<file path="config.mk">
export PLATFORM = sky130hd
export DESIGN_NAME = axi_master_rr_scheduler
export DESIGN_NICKNAME = d
export VERILOG_FILES = /design/src/rtl/axi_arb_pkg.sv /design/src/rtl/axi_rr_pick.sv /design/src/rtl/axi_master_rr_scheduler.sv
export SDC_FILE = /design/constraint.sdc
export NUM_CORES = 1
export LEC_CHECK = 0
export ABC_AREA = 1
export CAP_MARGIN = 15
export CORE_AREA = 4 4 55 57
export CTS_CLUSTER_DIAMETER = 120
export CTS_CLUSTER_SIZE = 20
export DETAILED_ROUTE_END_ITERATION = 16
export DIE_AREA = 0 0 59 61
export PLACE_DENSITY_LB_ADDON = 0.08
export SLEW_MARGIN = 0
export SYNTH_ARGS = -nofsm -noshare
export SYNTH_HDL_FRONTEND = slang
export SYNTH_SLANG_ARGS = --single-unit
</file>
<file path="constraint.sdc">
create_clock -name clk -period 2.9 [get_ports clk]
set_clock_uncertainty 0.1 [all_clocks]
set_input_delay 0.29 -clock clk [delete_from_list [all_inputs] [get_ports clk]]
set_output_delay 0.29 -clock clk [all_outputs]
set_load 0.01 [all_outputs]
</file>
<file path="src/rtl/axi_arb_pkg.sv">
// Shared types and helpers for the AXI master round-robin scheduler.
//   wr_st_t      : write-grant FSM states
//   rd_st_t      : read-address-grant FSM states
//   rr_next_ptr  : (ptr + step) modulo 2**width, the round-robin scan order
package axi_arb_pkg;

    typedef enum logic [1:0] {
        WR_IDLE = 2'd0,
        WR_ADDR = 2'd1,
        WR_DATA = 2'd2
    } wr_st_t;

    typedef enum logic {
        RD_IDLE = 1'b0,
        RD_ADDR = 1'b1
    } rd_st_t;

    function automatic int unsigned rr_next_ptr(input int unsigned ptr,
                                                input int unsigned step,
                                                input int unsigned width);
        return (ptr + step) & ((32'd1 << width) - 32'd1);
    endfunction

endpackage

</file>
<file path="src/rtl/axi_rr_pick.sv">
// Combinational round-robin picker.
// Scans ptr+1, ptr+2, ... (wrapping) and returns the first requesting index.
// Ports:
//   i_req   in   2**M_WIDTH  request vector (already qualified by eligibility)
//   i_ptr   in   M_WIDTH     last winner
//   o_pick  out  M_WIDTH     selected index (0 when nothing requests)
//   o_any   out  1           at least one request present
module axi_rr_pick
    import axi_arb_pkg::*;
#(
    parameter int M_WIDTH = 2
) (
    input  logic [(1<<M_WIDTH)-1:0] i_req,
    input  logic [M_WIDTH-1:0]      i_ptr,
    output logic [M_WIDTH-1:0]      o_pick,
    output logic                    o_any
);

    localparam int unsigned N = 1 << M_WIDTH;

    logic [M_WIDTH-1:0] w_idx;

    always_comb begin
        o_any  = 1'b0;
        o_pick = '0;
        w_idx  = '0;
        for (int unsigned i = 1; i <= N; i++) begin
            w_idx = M_WIDTH'(rr_next_ptr(32'(i_ptr), i, M_WIDTH));
            if (!o_any && i_req[w_idx]) begin
                o_any  = 1'b1;
                o_pick = w_idx;
            end
        end
    end

endmodule

</file>
<file path="src/rtl/axi_master_rr_scheduler.sv">
// Round-robin scheduler sharing one AXI bus between 2**M_WIDTH masters.
// Write grant spans AW handshake through W-last handshake; read grant spans
// until the AR handshake. B/R return selects are decoded from the ID.
// Optional macro AXI_ARB_OUTSTANDING_LIMIT_EN adds per-master outstanding
// counters that mask masters at MAX_OUTST and flag underflow in outst_err.
// Ports:
//   clk, rstn                        clock, async active-low reset
//   MASTER_WR/RD_ADDR_VALID          per-master AWVALID / ARVALID
//   BUS_* handshakes, BUS_*_BACK_ID  bus-side channel signals and BID/RID
//   wr_addr_gnt, rd_addr_gnt         grant active
//   wr_addr/wr_data/rd_addr_master_sel  registered selects
//   wr_resp/rd_data_master_sel       ID[M_ID+:M_WIDTH], combinational
//   outst_err                        sticky counter underflow
// State | meaning
//   WR_IDLE | no write grant; pick next eligible master
//   WR_ADDR | write granted, waiting for AW handshake
//   WR_DATA | AW done, waiting for W-last handshake
//   RD_IDLE | no read grant; pick next eligible master
//   RD_ADDR | read granted, waiting for AR handshake
module axi_master_rr_scheduler
    import axi_arb_pkg::*;
#(
    parameter int M_ID      = 2,
    parameter int M_WIDTH   = 2,
    parameter int MAX_OUTST = 4
) (
    input  logic                    clk,
    input  logic                    rstn,
    input  logic [(1<<M_WIDTH)-1:0] MASTER_WR_ADDR_VALID,
    input  logic [(1<<M_WIDTH)-1:0] MASTER_RD_ADDR_VALID,
    input  logic                    BUS_WR_ADDR_VALID,
    input  logic                    BUS_WR_ADDR_READY,
    input  logic                    BUS_WR_DATA_VALID,
    input  logic                    BUS_WR_DATA_READY,
    input  logic                    BUS_WR_DATA_LAST,
    input  logic                    BUS_WR_BACK_VALID,
    input  logic                    BUS_WR_BACK_READY,
    input  logic [M_ID+M_WIDTH-1:0] BUS_WR_BACK_ID,
    input  logic                    BUS_RD_ADDR_VALID,
    input  logic                    BUS_RD_ADDR_READY,
    input  logic                    BUS_RD_DATA_VALID,
    input  logic                    BUS_RD_DATA_READY,
    input  logic                    BUS_RD_DATA_LAST,
    input  logic [M_ID+M_WIDTH-1:0] BUS_RD_BACK_ID,
    output logic                    wr_addr_gnt,
    output logic                    rd_addr_gnt,
    output logic [M_WIDTH-1:0]      wr_addr_master_sel,
    output logic [M_WIDTH-1:0]      wr_data_master_sel,
    output logic [M_WIDTH-1:0]      rd_addr_master_sel,
    output logic [M_WIDTH-1:0]      wr_resp_master_sel,
    output logic [M_WIDTH-1:0]      rd_data_master_sel,
    output logic                    outst_err
);

    localparam int N = 1 << M_WIDTH;

    wr_st_t             r_wr_st, w_wr_st_nxt;
    rd_st_t             r_rd_st, w_rd_st_nxt;
    logic [M_WIDTH-1:0] r_wr_sel, w_wr_sel_nxt, r_wr_ptr, w_wr_ptr_nxt;
    logic [M_WIDTH-1:0] r_rd_sel, w_rd_sel_nxt, r_rd_ptr, w_rd_ptr_nxt;
    logic               r_wr_gnt, w_wr_gnt_nxt, r_rd_gnt, w_rd_gnt_nxt;
    logic [N-1:0]       w_wr_elig, w_rd_elig;
    logic [M_WIDTH-1:0] w_wr_pick, w_rd_pick;
    logic               w_wr_any, w_rd_any;
    logic               w_aw_hs, w_wl_hs, w_ar_hs;
    logic               w_unused;

    assign w_aw_hs = BUS_WR_ADDR_VALID & BUS_WR_ADDR_READY;
    assign w_wl_hs = BUS_WR_DATA_VALID & BUS_WR_DATA_READY & BUS_WR_DATA_LAST;
    assign w_ar_hs = BUS_RD_ADDR_VALID & BUS_RD_ADDR_READY;

`ifdef AXI_ARB_OUTSTANDING_LIMIT_EN
    localparam int CW = $clog2(MAX_OUTST + 1);

    logic [CW-1:0] r_wr_cnt [N];
    logic [CW-1:0] r_rd_cnt [N];
    logic          r_outst_err;
    logic [N-1:0]  w_wr_inc, w_wr_dec, w_rd_inc, w_rd_dec;
    logic          w_b_hs, w_rl_hs;

    assign w_b_hs  = BUS_WR_BACK_VALID & BUS_WR_BACK_READY;
    assign w_rl_hs = BUS_RD_DATA_VALID & BUS_RD_DATA_READY & BUS_RD_DATA_LAST;

    always_comb begin
        w_wr_elig = '0;
        w_rd_elig = '0;
        w_wr_inc  = '0;
        w_wr_dec  = '0;
        w_rd_inc  = '0;
        w_rd_dec  = '0;
        for (int i = 0; i < N; i++) begin
            w_wr_elig[i] = MASTER_WR_ADDR_VALID[i] & (r_wr_cnt[i] < CW'(MAX_OUTST));
            w_rd_elig[i] = MASTER_RD_ADDR_VALID[i] & (r_rd_cnt[i] < CW'(MAX_OUTST));
            w_wr_inc[i]  = (r_wr_st == WR_ADDR) & w_aw_hs & (r_wr_sel == M_WIDTH'(i));
            w_rd_inc[i]  = (r_rd_st == RD_ADDR) & w_ar_hs & (r_rd_sel == M_WIDTH'(i));
            w_wr_dec[i]  = w_b_hs  & (BUS_WR_BACK_ID[M_ID+:M_WIDTH] == M_WIDTH'(i));
            w_rd_dec[i]  = w_rl_hs & (BUS_RD_BACK_ID[M_ID+:M_WIDTH] == M_WIDTH'(i));
        end
    end

    // Simultaneous inc/dec of one master cancels; a lone dec at zero saturates.
    always_ff @(posedge clk or negedge rstn) begin
        if (!rstn) begin
            r_outst_err <= 1'b0;
            for (int i = 0; i < N; i++) begin
                r_wr_cnt[i] <= '0;
                r_rd_cnt[i] <= '0;
            end
        end else begin
            for (int i = 0; i < N; i++) begin
                if (w_wr_inc[i] && !w_wr_dec[i]) begin
                    r_wr_cnt[i] <= r_wr_cnt[i] + 1'b1;
                end else if (w_wr_dec[i] && !w_wr_inc[i]) begin
                    if (r_wr_cnt[i] == '0) r_outst_err <= 1'b1;
                    else                   r_wr_cnt[i] <= r_wr_cnt[i] - 1'b1;
                end
                if (w_rd_inc[i] && !w_rd_dec[i]) begin
                    r_rd_cnt[i] <= r_rd_cnt[i] + 1'b1;
                end else if (w_rd_dec[i] && !w_rd_inc[i]) begin
                    if (r_rd_cnt[i] == '0) r_outst_err <= 1'b1;
                    else                   r_rd_cnt[i] <= r_rd_cnt[i] - 1'b1;
                end
            end
        end
    end

    assign outst_err = r_outst_err;
    assign w_unused  = ^{BUS_WR_BACK_ID[M_ID-1:0], BUS_RD_BACK_ID[M_ID-1:0]};
`else
    logic [31:0] w_unused_max;

    assign w_wr_elig    = MASTER_WR_ADDR_VALID;
    assign w_rd_elig    = MASTER_RD_ADDR_VALID;
    assign outst_err    = 1'b0;
    assign w_unused_max = 32'(MAX_OUTST);
    assign w_unused     = ^{BUS_WR_BACK_ID[M_ID-1:0], BUS_RD_BACK_ID[M_ID-1:0],
                            BUS_WR_BACK_VALID, BUS_WR_BACK_READY, BUS_RD_DATA_VALID,
                            BUS_RD_DATA_READY, BUS_RD_DATA_LAST, w_unused_max};
`endif

    axi_rr_pick #(.M_WIDTH(M_WIDTH)) u_wr_pick (
        .i_req  (w_wr_elig),
        .i_ptr  (r_wr_ptr),
        .o_pick (w_wr_pick),
        .o_any  (w_wr_any)
    );

    axi_rr_pick #(.M_WIDTH(M_WIDTH)) u_rd_pick (
        .i_req  (w_rd_elig),
        .i_ptr  (r_rd_ptr),
        .o_pick (w_rd_pick),
        .o_any  (w_rd_any)
    );

    // Write FSM. Sels keep their value after the grant drops.
    always_comb begin
        w_wr_st_nxt  = r_wr_st;
        w_wr_sel_nxt = r_wr_sel;
        w_wr_ptr_nxt = r_wr_ptr;
        w_wr_gnt_nxt = r_wr_gnt;
        case (r_wr_st)
            WR_IDLE: if (w_wr_any) begin
                w_wr_st_nxt  = WR_ADDR;
                w_wr_sel_nxt = w_wr_pick;
                w_wr_ptr_nxt = w_wr_pick;
                w_wr_gnt_nxt = 1'b1;
            end
            WR_ADDR: if (w_aw_hs) begin
                if (w_wl_hs) begin
                    w_wr_st_nxt  = WR_IDLE;
                    w_wr_gnt_nxt = 1'b0;
                end else begin
                    w_wr_st_nxt  = WR_DATA;
                end
            end
            WR_DATA: if (w_wl_hs) begin
                w_wr_st_nxt  = WR_IDLE;
                w_wr_gnt_nxt = 1'b0;
            end
            default: begin
                w_wr_st_nxt  = WR_IDLE;
                w_wr_gnt_nxt = 1'b0;
            end
        endcase
    end

    always_comb begin
        w_rd_st_nxt  = r_rd_st;
        w_rd_sel_nxt = r_rd_sel;
        w_rd_ptr_nxt = r_rd_ptr;
        w_rd_gnt_nxt = r_rd_gnt;
        case (r_rd_st)
            RD_IDLE: if (w_rd_any) begin
                w_rd_st_nxt  = RD_ADDR;
                w_rd_sel_nxt = w_rd_pick;
                w_rd_ptr_nxt = w_rd_pick;
                w_rd_gnt_nxt = 1'b1;
            end
            RD_ADDR: if (w_ar_hs) begin
                w_rd_st_nxt  = RD_IDLE;
                w_rd_gnt_nxt = 1'b0;
            end
            default: begin
                w_rd_st_nxt  = RD_IDLE;
                w_rd_gnt_nxt = 1'b0;
            end
        endcase
    end

    // Pointers reset to the last master so master 0 wins the first scan.
    always_ff @(posedge clk or negedge rstn) begin
        if (!rstn) begin
            r_wr_st  <= WR_IDLE;
            r_wr_sel <= '0;
            r_wr_ptr <= '1;
            r_wr_gnt <= 1'b0;
            r_rd_st  <= RD_IDLE;
            r_rd_sel <= '0;
            r_rd_ptr <= '1;
            r_rd_gnt <= 1'b0;
        end else begin
            r_wr_st  <= w_wr_st_nxt;
            r_wr_sel <= w_wr_sel_nxt;
            r_wr_ptr <= w_wr_ptr_nxt;
            r_wr_gnt <= w_wr_gnt_nxt;
            r_rd_st  <= w_rd_st_nxt;
            r_rd_sel <= w_rd_sel_nxt;
            r_rd_ptr <= w_rd_ptr_nxt;
            r_rd_gnt <= w_rd_gnt_nxt;
        end
    end

    assign wr_addr_gnt        = r_wr_gnt;
    assign rd_addr_gnt        = r_rd_gnt;
    assign wr_addr_master_sel = r_wr_sel;
    assign wr_data_master_sel = r_wr_sel;
    assign rd_addr_master_sel = r_rd_sel;
    assign wr_resp_master_sel = BUS_WR_BACK_ID[M_ID+:M_WIDTH];
    assign rd_data_master_sel = BUS_RD_BACK_ID[M_ID+:M_WIDTH];

endmodule
</file>
==> out/metrics.cfg, run 1 <==
[flow_run]
maxCapViolations=0

[place]
dpl.hpwl_um=1860
pre_cts_ws_ps=1030
placedCellCount=219
port-buffer-count=24
gp_congestion=0.846

[timing]
tightest_slew_ps=566
rsz0062_at_grt=no
min_period_ps=1780
finalSetupViolCount=0
fin_crit_sh_pct=61.5
final_hold_viol_count=0
fin_tns_setup_ps=0
final.setup.worst_slack_ps=1120
fmax_ghz=0.561
max_slew_margin_pct=62.2
slew_violations=0

[worst_setup_path]
required_ps=2960
critPathLaunchType=flip-flop
crit_arrival_ps=1840
crit_path_start=r_wr_ptr[0]$_DFFE_PN1P_
worst-r2r-setup-slack_ps=1120
end_kind=flip-flop
path_max_fanout=8
reg2reg_depth=9
worstSetupPathType=flip-flop to flip-flop
r2r_start=r_wr_ptr[0]$_DFFE_PN1P_
r2r-end=wr_addr_master_sel[1]$_DFFE_PN0P_

[global_route]
grt_start_max_net_pins=14
grt_use_met1_pct=15.0
grtUsageMet3_pct=4.04
use_met2_pct=25.4
grt-ovfl-total=0
grt-busiest-layer=met2
antenna_found_initial=0
grt_pass1_vias=976
grt_pass1_wl_um=3770
grt_usage_pct=13.5

[clock_network]
numClockSinks=13
tritoncts=built
cts_max_level=1
ctsRootBufferMaster=clkbuf_4
numCtsBuffers=3
clkLatencyLatePin_ps=270
clockBufferDepth=2
cts_setup_buffers=0
cts.repair.resized=0
cts_hold_buf=0
clkSlewWorstSetupHoldPaths_ps=80

[pwr]
p_leak_nw=0.740
p_per_area_mw_per_mm2=1170
vdd_drop_max_v=0.000679

[outcome]
status=finished, final reports clean

[routing]
via_per_inst=4.78
wl_per_cell_um=9.94
drt_iter0_drc=34
vias=1065
finalWirelength_um=2220
drt-pass1-iter-count=4
route.detailed.drc=0
ant_nets=0

[synthesis]
synth_cell_type_count=24
seq_area_frac_synth_pct=28.5
yosysWarningCount=0
synthCells=175
netlist_area_mm2=0.00116
syn-num-nets=208
synth.avg_cell_area_um2=6.61
ys_seq_elements=13

[floorplanning]
die_w_um=59
ioPinCount=43
rows=18
fp.dieH_um=61
core_mm2=0.00248
initial_core_util_pct=46.7
die_area_mm2=0.00360

[final_layout]
final_common_cell=nand2_1
fillers=260
area_delta_synth_final_pct=19.1
final_cells=223
drive_gt1_share_pct=17.1
final_cell_mix=nand2_1, clkdlybuf4s50_1, inv_1, nand2_2, nand3_1
final_nets=227
diodes=0

[min_path]
hp-class=primary input to asynchronous set/reset pin

how the worst max path moves through the flow:
stage | slack (ps) | to
finish | 1120 | wr_addr_master_sel[1]$_DFFE_PN0P_
floorplan | 1300 | wr_addr_master_sel[1]$_DFFE_PN0P_
global route | 980 | wr_addr_master_sel[1]$_DFFE_PN0P_
detailed placement | 1030 | wr_addr_master_sel[1]$_DFFE_PN0P_
global placement | 1050 | wr_addr_master_sel[1]$_DFFE_PN0P_
CTS | 1110 | wr_addr_master_sel[1]$_DFFE_PN0P_
cell usage after synthesis:
cell type | number | area, um2
buf_6 | 2 | 22.5
o211ai_1 | 1 | 7.51
nor2_4 | 2 | 22.5
a21oi_1 | 3 | 15.0
nand4_1 | 7 | 43.8
o21ai_1 | 2 | 10.0
xnor2_2 | 1 | 16.3
nand2_2 | 10 | 62.6
conb_1 | 1 | 3.75
o21ai_2 | 1 | 8.76
inv_6 | 1 | 8.76
inv_4 | 2 | 12.5
dfstp_2 | 4 | 105
inv_1 | 15 | 56.3
nand2_1 | 82 | 308
nand2_4 | 2 | 22.5
nand3_2 | 3 | 30.0
inv_2 | 4 | 15.0
ha_1 | 3 | 37.5
buf_4 | 8 | 60.1
nand3_1 | 10 | 50.1
o21ai_0 | 1 | 5.00
dfrtp_1 | 9 | 225
xor2_1 | 1 | 8.76
registers in the layout, summed over array words and instances (netlist names):
name	cells
rd_addr_gnt	1
rd_addr_master_sel	2
r_rd_ptr	2
wr_addr_gnt	1
r_wr_st	2
r_wr_ptr	2
r_rd_st	1
wr_addr_master_sel	2
metrics by stage:
stage	area [um2]	power, mW	hold slack, ps	utilization, %
floorplan	1160	1.29	-106	-
global placement	1350	1.49	363	54.6
detailed placement	1350	1.52	366	54.6
CTS	1380	1.63	283	55.7
global route	1380	1.80	299	55.7
finish	1380	1.61	275	55.7
where the power goes:
group          leakage, nW  total [mW]  switching (mW)  internal, mW
combinational        0.575        1.10           0.658         0.439
clock               0.0150       0.108          0.0545        0.0533
sequential           0.150       0.410           0.112         0.298
total                0.740        1.61           0.825         0.790
cell families after synthesis:
group	after synthesis	synth area share (%)
simple gates	116	46.6
xor+xnor	2	2.16
buf+inv	32	15.1
fa+ha+maj	3	3.24
flops	13	28.5
other cells	1	0.324
compound gates	8	4.00
critical path, stage by stage (launching register included):
cell	delay [ps]
dfstp_2	640
nand2_1	90
nand3_1	120
nand2_1	130
nor2_4	170
nand3_2	100
nand2_2	120
inv_2	50
nand2_1	80
nand2_1	50
layer usage:
metal | up-vias | part of all wire, %
li1 | 572 | -
met1 | 471 | 41
met2 | 20 | 53
met3 | 2 | 5.1
met4 | 0 | 0.86
met5 | - | 0
area by class of cell:
class / count / area [um2] / area share, %
Clock buffer: 4 / 26.3 / 1.91
Sequential cell: 13 / 330 / 24.0
Inverter: 22 / 92.6 / 6.72
Timing Repair Buffer: 24 / 240 / 17.4
Multi-Input combinational cell: 130 / 652 / 47.3
Tap cell: 30 / 37.5 / 2.72
(Power assumes the default switching activity.)
==> run 2, diff against run 1 <==
--- a/config.mk
+++ b/config.mk
@@ -7,11 +7,11 @@
 export LEC_CHECK = 0
 export ABC_AREA = 1
 export CAP_MARGIN = 15
-export CORE_AREA = 4 4 55 57
+export CORE_AREA = 4 4 57 59
 export CTS_CLUSTER_DIAMETER = 120
 export CTS_CLUSTER_SIZE = 20
 export DETAILED_ROUTE_END_ITERATION = 16
-export DIE_AREA = 0 0 59 61
+export DIE_AREA = 0 0 61 63
 export PLACE_DENSITY_LB_ADDON = 0.08
 export SLEW_MARGIN = 0
 export SYNTH_ARGS = -nofsm -noshare
==> constraint.sdc (replaced) <==
create_clock -name clk -period 1.8 [get_ports clk]
set_clock_uncertainty 0.1 [all_clocks]
set_input_delay 0.18 -clock clk [delete_from_list [all_inputs] [get_ports clk]]
set_output_delay 0.18 -clock clk [all_outputs]
set_load 0.01 [all_outputs]
==> out/metrics.cfg, run 2 (synthesis gave the netlist of run 1 again) <==
[outcome]
status=finished, final reports clean

[pwr]
vdd_drop_max_v=0.00103  ; +52%
switchingPower_mw=1.48  ; +79%
p_seq_share_pct=21.2  ; -4.2 points
p_per_area_mw_per_mm2=1950  ; +67%
clockPowerShare_pct=5.9  ; -0.8 points
p_sw_share_pct=49.2  ; -1.9 points
p_comb_share_pct=72.9  ; +4.9 points
p_leak_nw=0.816  ; +10%
power_mw=3.00  ; +86%
intPower_mw=1.52  ; +93%

[final_layout]
drive_gt1_share_pct=28.2  ; +11 points
final_nets=240  ; +5.7%
fillers=287  ; +10%
final_area_mm2=0.00154  ; +12%
final_cells=237  ; +6.3%
final_cell_mix=nand2_1, clkdlybuf4s50_1, nand2_2, inv_1, buf_4
diodes=0  ; unchanged
final_common_cell=nand2_1
area_delta_synth_final_pct=33.0

[routing]
ant_nets=0  ; unchanged
wl_per_cell_um=10.6  ; +6.3%
vias=1122  ; +5.4%
dr.max_layer_used=met4
via_per_inst=4.73  ; -0.87%
wl_met1_um=1150  ; +25%
drt_iter0_drc=50  ; +47%
drt-pass1-iter-count=4  ; unchanged
finalWirelength_um=2500  ; +13%
dr_wl_met2_um=1160  ; -0.69%
dr_wl_met3_um=151  ; +35%
route.detailed.drc=0  ; unchanged

[floorplanning]
die_w_um=61  ; +3.4%
rows=19  ; +1
initial_core_util_pct=42.7  ; -4.0 points
fp.dieH_um=63  ; +3.3%
die_area_mm2=0.00384  ; +6.8%
ioPinCount=43  ; unchanged
core_mm2=0.00271  ; +9.4%

[clock_network]
clkSlewWorstSetupHoldPaths_ps=80  ; about the same
cts_hold_buf=0  ; unchanged
ctsRootBufferMaster=clkbuf_4
numClockSinks=13  ; unchanged
tritoncts=built
cts_max_level=1  ; unchanged
clkLatencyLatePin_ps=270  ; about the same
numCtsBuffers=3  ; unchanged
clockBufferDepth=2  ; unchanged

[worst_setup_path]
end_kind=flip-flop
worstSetupPathType=flip-flop to flip-flop
r2r_start=r_wr_ptr[0]$_DFFE_PN1P_
crit_path_start=r_wr_ptr[0]$_DFFE_PN1P_
required_ps=1870  ; -1090 ps
crit_arrival_ps=1830  ; about the same
critPathLaunchType=flip-flop
path_max_fanout=5  ; -3

[min_path]
hp-class=primary input to asynchronous set/reset pin

[global_route]
grt_pass1_wl_um=4050  ; +7.3%
grt-ovfl-total=0  ; unchanged
grt_pass1_vias=999  ; +2.4%
antenna_found_initial=0  ; unchanged
grt_usage_pct=13.1  ; -0.40 points
grt_start_max_net_pins=14  ; unchanged

[timing]
fin_tns_setup_ps=0  ; unchanged
fmax_ghz=0.567  ; +1.1%
fin_crit_sh_pct=98.0  ; +37 points
max_slew_margin_pct=62.7  ; +0.53 points
tightest_slew_ps=558  ; -7.89 ps
rsz0062_at_grt=yes
final_hold_viol_count=0  ; unchanged
min_period_ps=1760  ; -19.1 ps
slew_violations=0  ; unchanged
finalSetupViolCount=0  ; unchanged

[flow_run]
maxCapViolations=0  ; unchanged

[place]
port-buffer-count=24  ; unchanged
gp_congestion=0.800  ; -5.5%
placedCellCount=222  ; +1.4%
place_area_mm2=0.00137  ; +1.2%
dpl.hpwl_um=1880  ; +0.61%

run 2: power groups by stage:
stage	sequential (mW)	clock, mW	combinational [mW]
finish	0.637	0.177	2.19
global route	0.667	0.199	2.48
CTS	0.653	0.184	1.87
detailed placement	0.659	0	1.82
global placement	0.653	0	1.79
floorplan	0.586	0	1.50
run 2: timing repair:
| action | in CTS | in global routing |
|---|---|---|
| pin swaps | 0 | 7 |
| resized for setup | 0 | 16 |
| setup buffers | 2 | 9 |
| gates cloned | 0 | 0 |
| endpoints found under the setup margin | 1 | 10 |
run 2: path summary, 6_finish.rpt:
kind / end / slack, ps / cells past startpoint
worst max register to register: wr_addr_master_sel[1]$_DFFE_PN0P_ / 40 / 10
worst min register to register: rd_addr_master_sel[1]$_DFFE_PN0P_ / 380 / 2
worst max-delay path: wr_addr_master_sel[1]$_DFFE_PN0P_ / 40 / 10
min in group clk: wr_resp_master_sel[0] / 260 / 0
max in group asynchronous: r_rd_ptr[1]$_DFFE_PN1P_ / 1060 / 1
worst min-delay path: wr_addr_gnt$_DFFE_PN0P_ / 160 / 1
run 2: final cells by class:
class	instances	area [um2]	area share [%]
multi-input cells	130	697	45.3
well taps	31	38.8	2.52
clock buffers	4	26.3	1.71
inverters	22	92.6	6.02
repair buffers	37	354	23.0
flip-flops and latches	13	330	21.5
run 2: layer usage:
layer,GRT usage [%],vias up
met5,0,-
met3,2.07,6
met4,4.61,0
li1,-,599
met1,18.6,486
met2,19.8,31
run 2: worst max-delay path, cell delays in order (launching register included):
cell	delay, ps
dfstp_2	630
buf_12	130
nand2_1	60
nand3_1	130
nand2_2	100
nor2_4	150
nand3_4	100
nand2_4	100
inv_2	50
nand2_2	60
nand2_1	60
run 2: through the flow:
stage / setup WS (ps) / hold slack, ps / util, %
finish: 36.1 / 163 / 56.8
global route: -80.9 / 192 / 56.8
CTS: 1.33 / 180 / 52.0
detailed placement: 19.1 / 260 / 50.5
global placement: 52.4 / 260 / 50.5
floorplan: 197 / -216 / -
